<file path="src/rtl/mem_read_arbiter_pkg.sv">
// Shared types and constants for the round-robin memory read arbiter.
// The memory answers a fixed MEM_LATENCY cycles after each read strobe.
package mem_arb_pkg;

    localparam int MEM_LATENCY = 9;
    localparam int DEF_ADDR_W  = 32;
    localparam int DEF_DATA_W  = 64;
    localparam int DEF_TIMEOUT = 15;

    typedef enum logic [1:0] {
        ST_IDLE  = 2'd0,
        ST_ISSUE = 2'd1,
        ST_WAIT  = 2'd2,
        ST_RESP  = 2'd3
    } arb_state_t;

    // Circular successor of a requester id.
    function automatic int next_rr(input int id, input int n);
        return (id + 1 == n) ? 0 : id + 1;
    endfunction

endpackage

</file>
<file path="src/rtl/mem_read_arbiter_if.sv">
// Bundle of requester-side and memory-side signals of the read arbiter.
// master = the arbiter, slave = the requesters plus the memory.
interface mem_read_arbiter_if
    import mem_arb_pkg::*;
#(
    parameter int N_REQ  = 2,
    parameter int ADDR_W = DEF_ADDR_W,
    parameter int DATA_W = DEF_DATA_W
) ();

    // A request transfers in the cycle where req_valid[i] and req_ready[i]
    // are both high; req_valid/req_addr stay stable until then. rsp_valid
    // and mem_rvalid are single-cycle strobes with no ready back-pressure.
    logic [N_REQ-1:0]        req_valid;
    logic [N_REQ*ADDR_W-1:0] req_addr;
    logic [N_REQ-1:0]        req_ready;
    logic [N_REQ-1:0]        rsp_valid;
    logic [DATA_W-1:0]       rsp_data;
    logic                    rsp_err;
    logic                    mem_arvalid;
    logic [ADDR_W-1:0]       mem_addr;
    logic [DATA_W-1:0]       mem_data;
    logic                    mem_rvalid;

    modport master (
        input  req_valid, req_addr, mem_data, mem_rvalid,
        output req_ready, rsp_valid, rsp_data, rsp_err, mem_arvalid, mem_addr
    );

    modport slave (
        output req_valid, req_addr, mem_data, mem_rvalid,
        input  req_ready, rsp_valid, rsp_data, rsp_err, mem_arvalid, mem_addr
    );

endinterface

</file>
<file path="src/rtl/mem_read_arbiter_rr_pick.sv">
// Combinational round-robin picker: the first requester at or after ptr
// (wrapping) wins.
module rr_pick #(
    parameter int N_REQ = 2,
    parameter int ID_W  = $clog2(N_REQ)
) (
    input  logic [N_REQ-1:0] req,
    input  logic [ID_W-1:0]  ptr,
    output logic [N_REQ-1:0] gnt_onehot,
    output logic [ID_W-1:0]  gnt_id,
    output logic             any
);

    logic [ID_W-1:0] idx;

    always_comb begin
        gnt_onehot = '0;
        gnt_id     = '0;
        any        = 1'b0;
        idx        = '0;
        for (int k = 0; k < N_REQ; k++) begin
            idx = ID_W'((int'(ptr) + k) % N_REQ);
            if (!any && req[idx]) begin
                any             = 1'b1;
                gnt_onehot[idx] = 1'b1;
                gnt_id          = idx;
            end
        end
    end

endmodule

</file>
<file path="src/rtl/mem_read_arbiter.sv">
// Round-robin arbiter sharing a single-outstanding memory read port between
// N_REQ refill engines, with a watchdog that turns a lost rvalid into an error.
module mem_read_arbiter
    import mem_arb_pkg::*;
#(
    parameter int N_REQ   = 2,
    parameter int ADDR_W  = DEF_ADDR_W,
    parameter int DATA_W  = DEF_DATA_W,
    parameter int TIMEOUT = DEF_TIMEOUT
) (
    input  logic                     clk,
    input  logic                     rst_n,
    mem_read_arbiter_if.master       bus,
    output arb_state_t               state_o,
    output logic [$clog2(N_REQ)-1:0] rr_ptr_o
);

    localparam int ID_W  = $clog2(N_REQ);
    localparam int CNT_W = $clog2(TIMEOUT + 1);

    arb_state_t        state_q;
    logic [ID_W-1:0]   rr_ptr_q;
    logic [ID_W-1:0]   id_q;
    logic [ADDR_W-1:0] addr_q;
    logic              arvalid_q;
    logic [N_REQ-1:0]  rsp_valid_q;
    logic              rsp_err_q;
    logic [DATA_W-1:0] rsp_data_q;
    logic [CNT_W-1:0]  cnt_q;
    logic [CNT_W-1:0]  cnt_d;

    logic [N_REQ-1:0]  gnt_onehot;
    logic [ID_W-1:0]   gnt_id;
    logic              gnt_any;
    logic [ADDR_W-1:0] win_addr;
    logic [N_REQ-1:0]  id_onehot;

    rr_pick #(
        .N_REQ (N_REQ),
        .ID_W  (ID_W)
    ) u_rr_pick (
        .req        (bus.req_valid),
        .ptr        (rr_ptr_q),
        .gnt_onehot (gnt_onehot),
        .gnt_id     (gnt_id),
        .any        (gnt_any)
    );

    always_comb begin
        win_addr = '0;
        for (int i = 0; i < N_REQ; i++) begin
            if (gnt_onehot[i]) begin
                win_addr = bus.req_addr[i*ADDR_W +: ADDR_W];
            end
        end
    end

    always_comb begin
        id_onehot       = '0;
        id_onehot[id_q] = 1'b1;
    end

    // Count of WAIT cycles including the current one.
    assign cnt_d = cnt_q + CNT_W'(1);

    always_ff @(posedge clk) begin
        if (!rst_n) begin
            state_q     <= ST_IDLE;
            rr_ptr_q    <= '0;
            id_q        <= '0;
            addr_q      <= '0;
            arvalid_q   <= 1'b0;
            rsp_valid_q <= '0;
            rsp_err_q   <= 1'b0;
            rsp_data_q  <= '0;
            cnt_q       <= '0;
        end else begin
            case (state_q)
                ST_IDLE: begin
                    if (gnt_any) begin
                        addr_q    <= win_addr;
                        id_q      <= gnt_id;
                        arvalid_q <= 1'b1;
                        state_q   <= ST_ISSUE;
                    end
                end
                ST_ISSUE: begin
                    arvalid_q <= 1'b0;
                    cnt_q     <= '0;
                    state_q   <= ST_WAIT;
                end
                ST_WAIT: begin
                    cnt_q <= cnt_d;
                    // rvalid wins over the watchdog when both land together.
                    if (bus.mem_rvalid) begin
                        rsp_data_q  <= bus.mem_data;
                        rsp_err_q   <= 1'b0;
                        rsp_valid_q <= id_onehot;
                        state_q     <= ST_RESP;
                    end else if (cnt_d == CNT_W'(TIMEOUT)) begin
                        rsp_data_q  <= '0;
                        rsp_err_q   <= 1'b1;
                        rsp_valid_q <= id_onehot;
                        state_q     <= ST_RESP;
                    end
                end
                ST_RESP: begin
                    rsp_valid_q <= '0;
                    rr_ptr_q    <= ID_W'(next_rr(int'(id_q), N_REQ));
                    state_q     <= ST_IDLE;
                end
                default: state_q <= ST_IDLE;
            endcase
        end
    end

    // Acceptance is combinational in IDLE; held off while reset is applied.
    assign bus.req_ready   = (rst_n && state_q == ST_IDLE) ? gnt_onehot : '0;
    assign bus.mem_arvalid = arvalid_q;
    assign bus.mem_addr    = addr_q;
    assign bus.rsp_valid   = rsp_valid_q;
    assign bus.rsp_err     = rsp_err_q;
    assign bus.rsp_data    = rsp_data_q;

    assign state_o  = state_q;
    assign rr_ptr_o = rr_ptr_q;

endmodule

</file>
<file path="src/flat_wrapper.sv">
// flat-port wrapper written by rule: the top's interface ports become plain ports
module mem_read_arbiter_flat import mem_arb_pkg::*;
#(
    parameter int N_REQ   = 2,
    parameter int ADDR_W  = DEF_ADDR_W,
    parameter int DATA_W  = DEF_DATA_W,
    parameter int TIMEOUT = DEF_TIMEOUT
)
  (clk, rst_n, state_o, rr_ptr_o, bus_req_valid, bus_req_addr, bus_mem_data, bus_mem_rvalid, bus_req_ready, bus_rsp_valid, bus_rsp_data, bus_rsp_err, bus_mem_arvalid, bus_mem_addr);
  mem_read_arbiter_if #(.N_REQ(N_REQ), .ADDR_W(ADDR_W), .DATA_W(DATA_W)) bus_i ();
  input  logic clk;
  input  logic rst_n;
  output arb_state_t state_o;
  output logic [$clog2(N_REQ)-1:0] rr_ptr_o;
  input wire logic [$bits(bus_i.req_valid)-1:0] bus_req_valid;
  input wire logic [$bits(bus_i.req_addr)-1:0] bus_req_addr;
  input wire logic [$bits(bus_i.mem_data)-1:0] bus_mem_data;
  input wire logic [$bits(bus_i.mem_rvalid)-1:0] bus_mem_rvalid;
  output wire logic [$bits(bus_i.req_ready)-1:0] bus_req_ready;
  output wire logic [$bits(bus_i.rsp_valid)-1:0] bus_rsp_valid;
  output wire logic [$bits(bus_i.rsp_data)-1:0] bus_rsp_data;
  output wire logic [$bits(bus_i.rsp_err)-1:0] bus_rsp_err;
  output wire logic [$bits(bus_i.mem_arvalid)-1:0] bus_mem_arvalid;
  output wire logic [$bits(bus_i.mem_addr)-1:0] bus_mem_addr;
  assign bus_i.req_valid = bus_req_valid;
  assign bus_i.req_addr = bus_req_addr;
  assign bus_i.mem_data = bus_mem_data;
  assign bus_i.mem_rvalid = bus_mem_rvalid;
  assign bus_req_ready = bus_i.req_ready;
  assign bus_rsp_valid = bus_i.rsp_valid;
  assign bus_rsp_data = bus_i.rsp_data;
  assign bus_rsp_err = bus_i.rsp_err;
  assign bus_mem_arvalid = bus_i.mem_arvalid;
  assign bus_mem_addr = bus_i.mem_addr;
  mem_read_arbiter #(.N_REQ(N_REQ), .ADDR_W(ADDR_W), .DATA_W(DATA_W), .TIMEOUT(TIMEOUT)) u_core (.clk(clk), .rst_n(rst_n), .bus(bus_i), .state_o(state_o), .rr_ptr_o(rr_ptr_o));
endmodule
</file>
<file path="config.mk">
export PLATFORM = sky130hd
export DESIGN_NAME = mem_read_arbiter_flat
export DESIGN_NICKNAME = d
export VERILOG_FILES = /design/src/rtl/mem_read_arbiter_pkg.sv /design/src/rtl/mem_read_arbiter_if.sv /design/src/rtl/mem_read_arbiter_rr_pick.sv /design/src/rtl/mem_read_arbiter.sv /design/src/flat_wrapper.sv
export SDC_FILE = /design/constraint.sdc
export NUM_CORES = 1
export LEC_CHECK = 0
export ABC_AREA = 1
export BUFFER_PORTS_ARGS = -buffer_cell sky130_fd_sc_hd__buf_4
export CAP_MARGIN = 5
export CORE_MARGIN = 2
export CORE_UTILIZATION = 44
export CTS_BUF_LIST = sky130_fd_sc_hd__clkbuf_8
export DETAILED_ROUTE_END_ITERATION = 6
export PLACE_DENSITY = 0.79
export REMOVE_ABC_BUFFERS = 1
export SETUP_SLACK_MARGIN = 0.1
export SLEW_MARGIN = 20
export SYNTH_ARGS = -nofsm -noshare
export SYNTH_HDL_FRONTEND = slang
export SYNTH_SLANG_ARGS = --single-unit
</file>
<file path="constraint.sdc">
create_clock -name clk -period 1.99 [get_ports clk]
set_clock_uncertainty 0.15 [all_clocks]
set_input_delay 0.0995 -clock clk [delete_from_list [all_inputs] [get_ports clk]]
set_output_delay 0.0995 -clock clk [all_outputs]
set_load 0.1 [all_outputs]
</file>
# Yosys cells after proc, flatten, opt, wreduce, memory -nomap -nowiden
# Cells that the tools add are included.
# totals
regBits	108
output_inout_bits	105
wordCells	76
# classes
add_sub_neg	3
magnitude_cmp	6
eq_ne	7
muxes	34
bitwise	1
reduce_logical	16
# ops
op	count
two-way mux 64 bit	2
two-way mux 32 bit	2
two-way mux 2 bit	8
two-way mux 1 bit	15
AND reduction 2 bit	5
one-hot mux 2 bit (4 select lines)	1
one-hot mux 4 bit (2 select lines)	1
nonzero test 2 bit	4
== test 2 bit, second input constant	3
< comparator 1 x 2 -> 1 bit, second input constant	3
logical AND 1 bit	5
adder 4 x 1 -> 4 bit, second input constant	1
== test 4 bit, second input constant	1
one-hot mux 2 bit (2 select lines)	1
demux 1 bit (select 1 bit)	3
greater-or-equal comparator 1 bit, second input constant	3
!= test 3 x 2 -> 1 bit, second input constant	1
adder 1 x 1 -> 2 bit, second input constant	1
== test 2 x 1 -> 1 bit, second input constant	1
logical NOT 2 bit	1
!= test 2 x 1 -> 1 bit, second input constant	1
bitwise OR 2 bit	1
one-hot mux 1 bit (2 select lines)	1
adder 1 bit, second input constant	1
logical NOT 1 bit	1

# Longest topological paths before layout
# depth
depth_word	9
ltp_mapped	10

# By module
# From an unflattened synthesis, not the netlist that was laid out.
# hier_totals
cells_unflattened	550
hier_area_um2	4436.8
# by_module_without_submodules
mod	instances	cells_per_inst	area_each_um2	seq_area_each_um2
mem_read_arbiter	1	543	4406.7	2162.1
rr_pick	1	7	30.0	0.0

# Least setup slack after synthesis
# No wires, ideal clock.
# synth_path
path_type	register to register
start	register u_core.rr_ptr_q, in the netlist u_core.rr_ptr_o
end	register u_core.id_q
arrival_time_ns	2.837
t_required_ns	1.773
slack_ns	-1.065
path_stages_with_launch	6
path_buffers	0
period_less_slack_ns	3.055
cell_sequence	dfxtp_1 -> inv_2 -> nand2_4 -> nand2_1 -> nor2_1 -> a31o_2
# synth_between
elab_chain_len	7
elab_cells_between_ends	12
cone_classes	1 x add/sub; 8 x mux; 3 x reduce/logical
# synth_lines
element	line	source
start: declaration	mem_read_arbiter.sv:22	logic [ID_W-1:0] rr_ptr_q;
start signal: assignment	mem_read_arbiter.sv:109	rr_ptr_q <= ID_W'(next_rr(int'(id_q), N_REQ));
two-way mux 1 bit (implied by the code) (2 in a row)	mem_read_arbiter_rr_pick.sv:23	if (!any && req[idx]) begin
two-way mux 1 bit	mem_read_arbiter_rr_pick.sv:23	
logical NOT 1 bit	mem_read_arbiter_rr_pick.sv:23	
logical AND 1 bit	mem_read_arbiter_rr_pick.sv:23	
two-way mux 1 bit	mem_read_arbiter_rr_pick.sv:23	
AND reduction 2 bit (no line)	n/a	
end signal: assignment	mem_read_arbiter.sv:82	id_q <= gnt_id;
end: declaration	mem_read_arbiter.sv:23	logic [ID_W-1:0] id_q;
# Several ways; a longest one is shown, not always the timed one. The select of a mux whose other input is x is not followed.
# A chain may end at the register's enable or synchronous reset.

# Worst setup path after layout
# layout_path
start	register u_core.rr_ptr_q, in the netlist u_core.rr_ptr_o
end	output bus_req_ready[1]
# layout_between
elab_chain_len	8
elab_cells_between_ends	22
cone_classes	1 x add/sub; 4 x order compare; 12 x mux; 1 x bitwise; 4 x reduce/logical
# layout_lines
element	line	source
adder 1 bit, or another cell as far along	mem_read_arbiter_rr_pick.sv:22	idx = ID_W'((int'(ptr) + k) % N_REQ);
< comparator 1 x 2 -> 1 bit (implied by the code), or another cell as far along	mem_read_arbiter_rr_pick.sv:25	gnt_onehot[idx] = 1'b1;
logical AND 1 bit (implied by the code) / two-way mux 1 bit (equally long branches)	mem_read_arbiter_rr_pick.sv:25	
two-way mux 1 bit (implied by the code) / demux 1 bit (select 1 bit) (equally long branches)	mem_read_arbiter_rr_pick.sv:25	
demux 1 bit (select 1 bit) / two-way mux 2 bit (equally long branches)	mem_read_arbiter_rr_pick.sv:25, mem_read_arbiter_rr_pick.sv:23	
bitwise OR 2 bit (no line)	n/a	
two-way mux 2 bit (*)	mem_read_arbiter_rr_pick.sv:23	
two-way mux 2 bit (*)	mem_read_arbiter.sv:118	assign bus.req_ready = (rst_n && state_q == ST_IDLE) ? gnt_onehot : '0;
end: declaration	flat_wrapper.sv:19	output wire logic [$bits(bus_i.req_ready)-1:0] bus_req_ready;
# Every way passes the cells marked *; elsewhere a longest branch is shown, timed or not. The select of a mux whose other input is x is not followed.

==> flow_summary.toml <==
[worst_hold_path]
hold_depth = 5
hold_class = "input port to register"
whs_endpoint = "u_core.bus.mem_addr[30]$_SDFFE_PN0P_"
hp-start = "bus_req_valid[0]"

[routing]
first_pass_iters = 6
vias_per_cell = 5.52
post-route-drc-count = 0
vias = 5848
drtIter0Drc = 470
routedWlPerCell_um = 18.2
drt-total-wl_um = 19300
drt.antenna.violating_nets = 0

[setup_path]
cp.required_ns = 1.74
slowest_delay_ns = 0.41
crit_chain = "inv_2 -> nand2_4 -> buf_8 -> nand2_1 -> nor2_2 -> buf_6"
cp-end-kind = "output port"
startpoint = "u_core.rr_ptr_o$_SDFFE_PN0P_"
critPathKind = "register to output port"
r2r_slack_ns = 0.22
reg2regPathDepth = 6
r2r-end = "u_core.bus.rsp_data[48]$_SDFFE_PN0P_"
regToRegStartpoint = "u_core.state_o[0]$_SDFFE_PN0P_"
worst_path_max_delay_cell = "dfxtp_2"
startpoint_type = "register"
cp_max_fo = 33
cp_data_arrival_time_ns = 1.61

[timing]
min_period_ns = 1.86
slew-limit-headroom_pct = 70.4
clock.fmax_ghz = 0.538
finalHoldViolCount = 0
worstMarginPinSlew_ns = 0.444
whs_ns = 0.0374
drv_slew = 0
setup_violations = 0
fin_crit_sh_pct = 93.4
rsz0062_at_grt = "yes"

[cells_and_area]
n_antenna_cell = 0
drive_above_1_share_pct = 33.3
fin_area_um2 = 7990
syn2layout_area_growth_pct = 78.2
fillers = 551
fin_util_pct = 81.4
final_cell_mix = "247 x buf_4, 141 x nand2_1, 130 x dlygate4sd3_1"
layout.nets = 1061
layout_commonest_cell = "buf_4"

[grt]
grt_pass1_wl_um = 30200
first_global_vias = 5834
antenna_found_initial = 0
overflow = 0
grt_max_degree = 47
grt_util_all_layers_pct = 34.2

[clock_tree]
path_clk_slew_ns = 0.09
cts_root_buf = "clkbuf_8"
cts_buffers = 9
cts_buffer_depth = 2
tritoncts = "built"
clk-insertion-delay-late_ns = 0.36
cts_num_sinks = 108
htreeDepth = 3

[power]
p_leak_uw = 0.00343
cellPowerDensity_nw_per_um2 = 1220
vdd_drop_max_mv = 1.07

[placement]
hpwl_um = 9820
port-buffer-count = 237
post_dp_cell_area_um2 = 6330
gp_congestion = 0.816

[die]
die_w_um = 105
rows = 36
dieHeight_um = 105
initial_core_util_pct = 45.7
die-area_um2 = 11000
ioPinCount = 238
core_um2 = 9820

[synthesis]
yosysSeqAreaShare_pct = 48.2
synth_top_area_share_pct = 48.2
synth.area.top_cells = "dfxtp_1 48%, nand2_1 12%, nand3_1 8.5%, a21oi_1 8.3%, nand4_1 4.2%"
ys_types = 25
netlist_area_um2 = 4480
netlist_instances = 569
synth_warnings = 0
synth.avg_cell_area_um2 = 7.88
yosysTopAreaCell = "dfxtp_1"
synth_seq_cells = 108

[flow_run]
maxCapViolations = 0

[status]
outcome = "finished, final reports clean"
## cell families after synthesis
logic type | count (synthesis) | synth area share (%)
AOI/OAI and AO/OA | 113 | 15.1
buffers and inverters | 64 | 6.81
DFF | 108 | 48.2
and+or+nand+nor | 278 | 28.2
adders and majority gates | 6 | 1.67
## state kept, by name, indices dropped and copies added (netlist names)
| register | count |
|---|---|
| u_core.bus.rsp_data | 64 |
| u_core.bus.rsp_valid | 2 |
| u_core.state_o | 2 |
| u_core.cnt_q | 4 |
| u_core.id_q | 1 |
| u_core.rr_ptr_o | 1 |
| u_core.bus.mem_addr | 32 |
| u_core.bus.rsp_err | 1 |
| u_core.bus.mem_arvalid | 1 |
## worst max-delay path, delay by kind of cell (launching register included)
| family | cells | cell delay, ns |
|---|---|---|
| buffers and inverters | 3 | 0.53 |
| DFF | 1 | 0.41 |
| and+or+nand+nor | 3 | 0.30 |
## how the worst max path moves through the flow
stage,endpoint,slack (ns)
3_3_place_gp,u_core.bus.mem_addr[29]$_SDFFE_PN0P_,0.13
5_1_grt,bus_req_ready[1],0.05
4_1_cts,bus_req_ready[1],0.002
2_1_floorplan,u_core.bus.rsp_data[0]$_SDFFE_PN0P_,-1.78
6_report,bus_req_ready[1],0.13
3_5_place_dp,u_core.bus.mem_addr[19]$_SDFFE_PN0P_,0.04
## stage by stage
stage | setup slack, ns | instances | power [uW] | setup TNS [ns]
after floorplan | -1.78 | 521 | 6450 | -149.90
after global placement | 0.132 | 903 | 7680 | 0
after detailed placement | 0.0388 | 903 | 7740 | 0
after CTS | 0.00201 | 1049 | 9330 | 0
after global routing | 0.0538 | 1059 | 10100 | 0
final | 0.131 | 1059 | 9760 | 0
## where the power goes
| part | switching, uW | internal [uW] |
|---|---|---|
| Clock | 687 | 596 |
| Sequential | 277 | 2520 |
| Combinational | 4110 | 1560 |
| Total | 5080 | 4680 |
## layout make-up
| class | count | area, um2 | area share [%] |
|---|---|---|---|
| Clock inverter | 5 | 46.3 | 0.579 |
| Tap cell | 133 | 166 | 2.08 |
| Timing Repair Buffer | 389 | 3350 | 42.0 |
| Inverter | 16 | 63.8 | 0.799 |
| Clock buffer | 10 | 138 | 1.72 |
| Sequential cell | 108 | 2160 | 27.1 |
| Multi-Input combinational cell | 398 | 2060 | 25.7 |
## synth_stat cells, drive strengths merged
library cell / count
o21ai: 8
buf: 25
or2: 1
nand4: 30
clkbuf: 23
nor2: 17
nand2: 154
ha: 6
a21oi: 74
nand3: 76
a2bb2oi: 1
dfxtp: 108
clkinv: 1
a31o: 1
a31oi: 29
inv: 15
## routing by layer
layer | vias to the layer above | global-route usage [%] | share of wire [%]
met1 | 2680 | 40.1 | 37
met4 | 0 | 15.0 | 3.4
met2 | 443 | 57.8 | 49
met5 | - | 0 | 0
met3 | 74 | 9.98 | 11
li1 | 2651 | - | -
## timing repair
action / in CTS / in global routing
setup buffers: 0 / 10
hold endpoints to repair: 105 / 0
gates cloned: 1 / 0
setup endpoints to repair: 37 / 75
pin swaps: 0 / 2
hold buffers: 130 / 0
resized for setup: 8 / 10
(Power assumes the default switching activity.)
